--- config.mk ---
export PLATFORM = sky130hd
export DESIGN_NAME = exc_vector_sequencer
export DESIGN_NICKNAME = d
export VERILOG_FILES = /design/src/rtl/exc_vector_sequencer.sv
export SDC_FILE = /design/constraint.sdc
export NUM_CORES = 1
export LEC_CHECK = 0
export ABC_CLOCK_PERIOD_IN_PS = 1900
export CAP_MARGIN = 15
export CORE_UTILIZATION = 39
export CTS_CLUSTER_DIAMETER = 40
export DETAILED_ROUTE_END_ITERATION = 12
export PLACE_DENSITY = 0.83
export SLEW_MARGIN = 25
export SYNTH_ARGS = -nofsm -noshare
export SYNTH_HDL_FRONTEND = slang
export SYNTH_SLANG_ARGS = --single-unit
export TNS_END_PERCENT = 50
--- constraint.sdc ---
create_clock -name clk -period 1.9 [get_ports clk]
set_input_delay 0.285 -clock clk [delete_from_list [all_inputs] [get_ports clk]]
set_output_delay 0.285 -clock clk [all_outputs]
set_load 0.01 [all_outputs]
--- src/rtl/exc_vector_sequencer.sv ---
// rtl/exc_vector_sequencer.sv - memory address mux and exception-vector entry sequencer (optional EXC_PENDING_EN)
module exc_vector_sequencer #(
    parameter int DATA_W     = 32,
    parameter int NUM_CAUSE  = 3,
    parameter int VEC_BASE   = 253,
    parameter int MEM_LAT    = 1,
    parameter int EPC_OFFSET = 4
) (
    input  logic                         clk,
    input  logic                         reset,
    input  logic                         addr_sel,
    input  logic [DATA_W-1:0]            pc_in,
    input  logic [DATA_W-1:0]            alu_in,
    input  logic [NUM_CAUSE-1:0]         exc_req,
    input  logic [7:0]                   mem_rdata,
    output logic [DATA_W-1:0]            mem_addr,
    output logic                         busy,
    output logic                         pc_load,
    output logic [DATA_W-1:0]            pc_new,
    output logic                         epc_load,
    output logic [DATA_W-1:0]            epc_out,
    output logic [$clog2(NUM_CAUSE)-1:0] cause_out
);

    localparam int CAUSE_W = $clog2(NUM_CAUSE);
    localparam logic [DATA_W-1:0] VEC_BASE_W   = DATA_W'(VEC_BASE);
    localparam logic [DATA_W-1:0] EPC_OFFSET_W = DATA_W'(EPC_OFFSET);
    localparam logic [3:0]        LAT_M1       = 4'(MEM_LAT - 1);

    typedef enum logic [1:0] {S_IDLE, S_VEC, S_LOAD} state_t;

    state_t               r_state, w_state;
    logic                 r_busy, w_busy;
    logic                 r_pc_load, w_pc_load;
    logic                 r_epc_load, w_epc_load;
    logic [DATA_W-1:0]    r_pc_new, w_pc_new;
    logic [DATA_W-1:0]    r_epc_out, w_epc_out;
    logic [CAUSE_W-1:0]   r_cause, w_cause;
    logic [3:0]           r_cnt, w_cnt;
    logic [NUM_CAUSE-1:0] w_src;
    logic [CAUSE_W-1:0]   w_pick;
`ifdef EXC_PENDING_EN
    logic [NUM_CAUSE-1:0] r_pending, w_pending;

    assign w_src = exc_req | r_pending;
`else
    assign w_src = exc_req;
`endif

    // Descending scan so the lowest set index is the final assignment.
    always_comb begin
        w_pick = '0;
        for (int i = NUM_CAUSE - 1; i >= 0; i--) begin
            if (w_src[i]) w_pick = CAUSE_W'(i);
        end
    end

    always_comb begin
        w_state    = r_state;
        w_busy     = r_busy;
        w_pc_load  = 1'b0;
        w_epc_load = 1'b0;
        w_pc_new   = r_pc_new;
        w_epc_out  = r_epc_out;
        w_cause    = r_cause;
        w_cnt      = r_cnt;
`ifdef EXC_PENDING_EN
        w_pending  = r_pending;
`endif
        case (r_state)
            S_IDLE: begin
                if (w_src != '0) begin
                    w_state    = S_VEC;
                    w_cause    = w_pick;
                    w_epc_out  = pc_in - EPC_OFFSET_W;
                    w_epc_load = 1'b1;
                    w_busy     = 1'b1;
                    w_cnt      = LAT_M1;
`ifdef EXC_PENDING_EN
                    w_pending  = w_src & ~(NUM_CAUSE'(1) << w_pick);
`endif
                end
            end
            S_VEC: begin
                if (r_cnt != 4'd0) begin
                    w_cnt = r_cnt - 4'd1;
                end else begin
                    w_state = S_LOAD;
                end
`ifdef EXC_PENDING_EN
                w_pending = r_pending | (exc_req & ~(NUM_CAUSE'(1) << r_cause));
`endif
            end
            S_LOAD: begin
                w_pc_new  = {{(DATA_W-8){1'b0}}, mem_rdata};
                w_pc_load = 1'b1;
                w_busy    = 1'b0;
                w_state   = S_IDLE;
`ifdef EXC_PENDING_EN
                w_pending = r_pending | (exc_req & ~(NUM_CAUSE'(1) << r_cause));
`endif
            end
            default: w_state = S_IDLE;
        endcase
    end

    always_ff @(posedge clk) begin
        if (!reset) begin
            r_state    <= S_IDLE;
            r_busy     <= 1'b0;
            r_pc_load  <= 1'b0;
            r_epc_load <= 1'b0;
            r_pc_new   <= '0;
            r_epc_out  <= '0;
            r_cause    <= '0;
            r_cnt      <= 4'd0;
`ifdef EXC_PENDING_EN
            r_pending  <= '0;
`endif
        end else begin
            r_state    <= w_state;
            r_busy     <= w_busy;
            r_pc_load  <= w_pc_load;
            r_epc_load <= w_epc_load;
            r_pc_new   <= w_pc_new;
            r_epc_out  <= w_epc_out;
            r_cause    <= w_cause;
            r_cnt      <= w_cnt;
`ifdef EXC_PENDING_EN
            r_pending  <= w_pending;
`endif
        end
    end

    assign mem_addr  = (r_state == S_IDLE) ? (addr_sel ? alu_in : pc_in)
                                           : VEC_BASE_W + {{(DATA_W-CAUSE_W){1'b0}}, r_cause};
    assign busy      = r_busy;
    assign pc_load   = r_pc_load;
    assign pc_new    = r_pc_new;
    assign epc_load  = r_epc_load;
    assign epc_out   = r_epc_out;
    assign cause_out = r_cause;

endmodule

# Word-level counts from Yosys, hierarchy flattened
# Index checks and enable logic that the tools add are counted.
dict set report totals {
  reg_bits 51
  in_bits 78
  out_inout_bits 101
  word_cells 41
}
dict set report op_classes {
  add_sub_neg 3
  n_eq_ne 5
  muxes 15
  n_reduce_logical 10
}
# operator n
set op_table {}
lappend op_table {{$mux W32} 2}
lappend op_table {{$sub A32 B3 Y32 const B} 1}
lappend op_table {{$mux W2} 5}
lappend op_table {{$add A8 B2 Y9 const A} 1}
lappend op_table {{$mux W4} 2}
lappend op_table {{$pmux W4 S2} 1}
lappend op_table {{$reduce_and A2 Y1} 4}
lappend op_table {{$ne A2 B2 Y1 const B} 3}
lappend op_table {{$pmux W2 S2} 1}
lappend op_table {{$reduce_bool A2 Y1} 2}
lappend op_table {{$reduce_bool A4 Y1} 1}
lappend op_table {{$sub A4 B1 Y4 const B} 1}
lappend op_table {{$mux W1} 3}
lappend op_table {{$reduce_and A3 Y1} 1}
lappend op_table {{$reduce_bool A3 Y1} 1}
lappend op_table {{$eq A2 B1 Y1 const B} 1}
lappend op_table {{$eq A2 B2 Y1 const B} 1}
lappend op_table {{$logic_not A2 Y1} 1}
lappend op_table {{$pmux W1 S2} 1}

# Logic depth before layout (Yosys ltp)
dict set report depth {
  word_depth 3
  ltp_mapped 7
  ltp_nobuf 7
}

# Least setup slack after synthesis
# OpenSTA, ideal clock, no wires.
dict set report synth_path {
  path_kind {in2out}
  startpoint {in addr_sel}
  endpoint {out mem_addr[3]}
  arrival_ns 1.329
  required_time_ns 1.615
  setup_slack_ns 0.286
  stages 4
  cell_sequence {clkbuf_1 -> buf_1 -> mux2i_1 -> a21oi_1}
}
dict set report synth_via {
  elab_chain_cells 2
}
# item line
set synth_lines {}
lappend synth_lines {{from (decl)} 11} ;# input logic addr_sel,
lappend synth_lines {{$mux W32 (2 in series)} 135} ;# assign mem_addr = (r_state == S_IDLE) ? (addr_sel ? alu_in : pc_in)
lappend synth_lines {{to (decl)} 16} ;# output logic [DATA_W-1:0] mem_addr,
# Every way passes these cells.

# Worst setup path after layout
dict set report layout_path {
  startpoint {reg r_state[1]}
  endpoint {out mem_addr[8]}
}
dict set report layout_via {
  elab_chain_cells 2
}
# item line
set layout_lines {}
lappend layout_lines {{from (decl)} 32} ;# state_t r_state, w_state;
lappend layout_lines {{from (signal assigned)} 121} ;# r_state <= w_state;
lappend layout_lines {{$logic_not A2 Y1} 135}
lappend layout_lines {{$mux W32} 135}
# Every way passes these cells.

==> results.md <==
- Setup_tns: 0 ns
- Num CTS Buffers: 5
- Clk_lat worst skew: 0.31 ns
- Initial antenna violation count: 0
- CTS Hold Bufs: 0
- Ys flop type: dfxtp_1
- DIE HEIGHT: 91.31 um
- Final wirelength: 10610 um
- Worst path arrival time: roughly 1.5 ns
- Min-delay worst type: reg -> reg
- Power Dens Cells: between 800 and 900 nW/um^2
- Gr ovfl total: 0
- R2r setup slk: between 0.2 and 0.25 ns
- Mean Syn Cell Area: about 8.1 um^2
- Area growth syn-to-layout: 70.51%
- Critical path fanouts, max: 7
- Launch point of the worst path: r_state[1]
- Critical Path Start Type: register
- Mapped cell area: slightly above 3000 um^2
- Root buf cell: clkbuf_8
- GP Congestion: 0.9342
- Crit. End Element: primary output
- Wire length per cell: 15.13 um
- Met1 Use GR: 0.2740
- Clock tree buffer depth: 2
- Ant. Diodes: 0
- Skew final: between 0.003 and 0.004 ns
- WHS Path Cells: 2
- Post-synth EDFFs: 0
- Slew HR: 0.6446
- Pin slew with the least headroom to its limit: approximately 0.53 ns
- Total number of vias: 3530
- Starting density of the core: 0.4025
- IO Count: approximately 180
- Synth async-reset ratio: 0
- GRT busiest layer: met2
- Worst hold slack: approximately 0.46 ns
- Maximum vdd drop: around 0.52 mV
- Largest net degree at the start of global routing: 25
- M2 GR Usage: 0.4899
- Site Rows: 32
- Worst r2r src: r_state[1]
- Layout net count: 680
- Dpl ws: -0.2717 ns
- Reg2reg end: epc_out[7]
- Vias per cell: 5.036
- Antenna viol nets, final: 0
- Detailed Place HPWL: 8255 um
- CORE AREA: roughly 7700 um^2
- CTS tree: built
- Fillers: approximately 600
- Final setup fails: 0
- Commonest non-fill, non-tap cell in the layout: clkdlybuf4s50_1
- Clock sink total: between 50 and 60
- Min cycle time layout: roughly 1.8 ns
- Register area share after synthesis: 0.3282
- Met3 usage: 0.05528
- Initial DRC count: approximately 120
- Number of synthesized register bits: 51
- Die Width: about 91 um
- CP Class: reg -> out
- Tcrit/Tclk final: 0.9561
- WP data required: 1.62 ns
- Share of cells above drive strength 1: 0.1786
- Post-synthesis cell type count: between 40 and 50
- FMAX: around 550 MHz
- WHS Endpoint: busy
- Leakage: roughly 2.3 nW
- H-tree levels: 2
- RSZ-0062 raised after global routing: no
- First-pass GRT wire length: ~17000 um
- R2R depth: 6
- Tot GR Track Use: 0.2547
- Final-report max-slew violation count: 0
- Final Instance Area: 5304 um^2
- Final count of hold timing violations: 0
- Maxcap violations: 0
- DRT Pass-1 Iters: 4
- Die ar.: roughly 8300 um^2
- Hold_sp: busy
- DRC: 0
- Port Buffers: between 150 and 200
- Clock slew at reported path FFs: around 0.090 ns
- Setup ws final: 0.08345 ns
- Outcome: finished clean
- Synthesized instance count: between 300 and 400
- YS warnings: 0
- Vias in the first global route: 3581
- Placed instance area: 5166 um^2
- Commonest cells after routing, fill and taps aside: clkdlybuf4s50_1, buf_4, nor2_1
## state kept, by name, summed over array words and instances, names as in the netlist
| register | count |
|---|---|
| epc_load | 1 |
| epc_out | 32 |
| busy | 1 |
| cause_out | 2 |
| pc_new | 8 |
| r_state | 2 |
| pc_load | 1 |
| r_cnt | 4 |
## synthesized netlist by cell type, types with 8 or more instances
cell type   n  area (um^2)
mux2i_1    32        320.3
nor2_1     62        232.7
nand2_1    29        108.9
nor3_1     15        75.07
xnor2_1    18        157.7
a21oi_1    37        185.2
o21ai_0    21        105.1
dfxtp_1    51         1021
clkbuf_1   14        52.55
xor2_1      8        70.07
a211oi_1   11        82.58
buf_4      24        180.2
## worst max-delay path by stage
stage | slack, ns | end
2_1_floorplan | 0.29 | mem_addr[3]
3_3_place_gp | -0.21 | epc_out[30]
3_5_place_dp | -0.27 | epc_out[31]
4_1_cts | 0.02 | epc_out[31]
5_1_grt | 0.005 | epc_out[10]
6_report | 0.08 | mem_addr[8]
## cell families after synthesis
family / after synthesis / synth area share
buffers and inverters: 54 / 0.09573
AND/OR/NAND/NOR: 139 / 0.2365
flip-flops: 51 / 0.3282
other: 1 / 0.001206
multiplexers: 32 / 0.1030
AO/OA/AOI/OAI: 79 / 0.1460
XOR/XNOR: 26 / 0.07321
adder cells (fa/ha/maj): 4 / 0.01609
## metal layers
layer | routed length, um | up-vias | part of all wire
met5 | 0 | - | 0
met4 | 205 | 0 | 0.019
met3 | 646 | 20 | 0.061
met2 | 5658 | 146 | 0.53
met1 | 4098 | 1663 | 0.39
li1 | - | 1701 | -
## power breakdown
part / leakage [nW] / total, W / internal (W) / switching [W]
combinational: 1.77 / 0.00228 / 0.00116 / 0.00112
sequential: 0.422 / 0.00144 / 0.00130 / 0.000135
clock: 0.0612 / 0.000792 / 0.000427 / 0.000365
total: 2.26 / 0.00451 / 0.00289 / 0.00163
## layout make-up
type / count / area (um^2) / share of cell area
Timing Repair Buffer: 229 / 2093 / 0.3947
Multi-Input combinational cell: 305 / 1922 / 0.3623
Sequential cell: 51 / 1021 / 0.1925
Tap cell: 102 / 127.6 / 0.02406
Clock buffer: 6 / 82.58 / 0.01557
Clock inverter: 2 / 35.03 / 0.006605
Inverter: 6 / 22.52 / 0.004246
## metrics by stage
step                std cells  utilization  total power [W]
finish                    701       0.6864         0.004512
detailed placement        690       0.6686         0.003821
global placement          690       0.6686         0.003753
floorplan                 409            -         0.002482
CTS                       698       0.6807         0.004515
global route              701       0.6864         0.004768
## critical path, stage by stage (launching register included)
cell and delay (ns):
dfxtp_1 0.32, or2_4 0.28, and2_4 0.19, o21bai_1 0.15
dlygate4sd2_1 0.28
## what timing repair did
action,CTS,global route
pin swaps,0,2
cloned,0,1
setup buffers,0,2
gates resized for setup,39,5
setup endpoints to repair,32,13
Note: power is estimated with default switching activity, not from simulation.
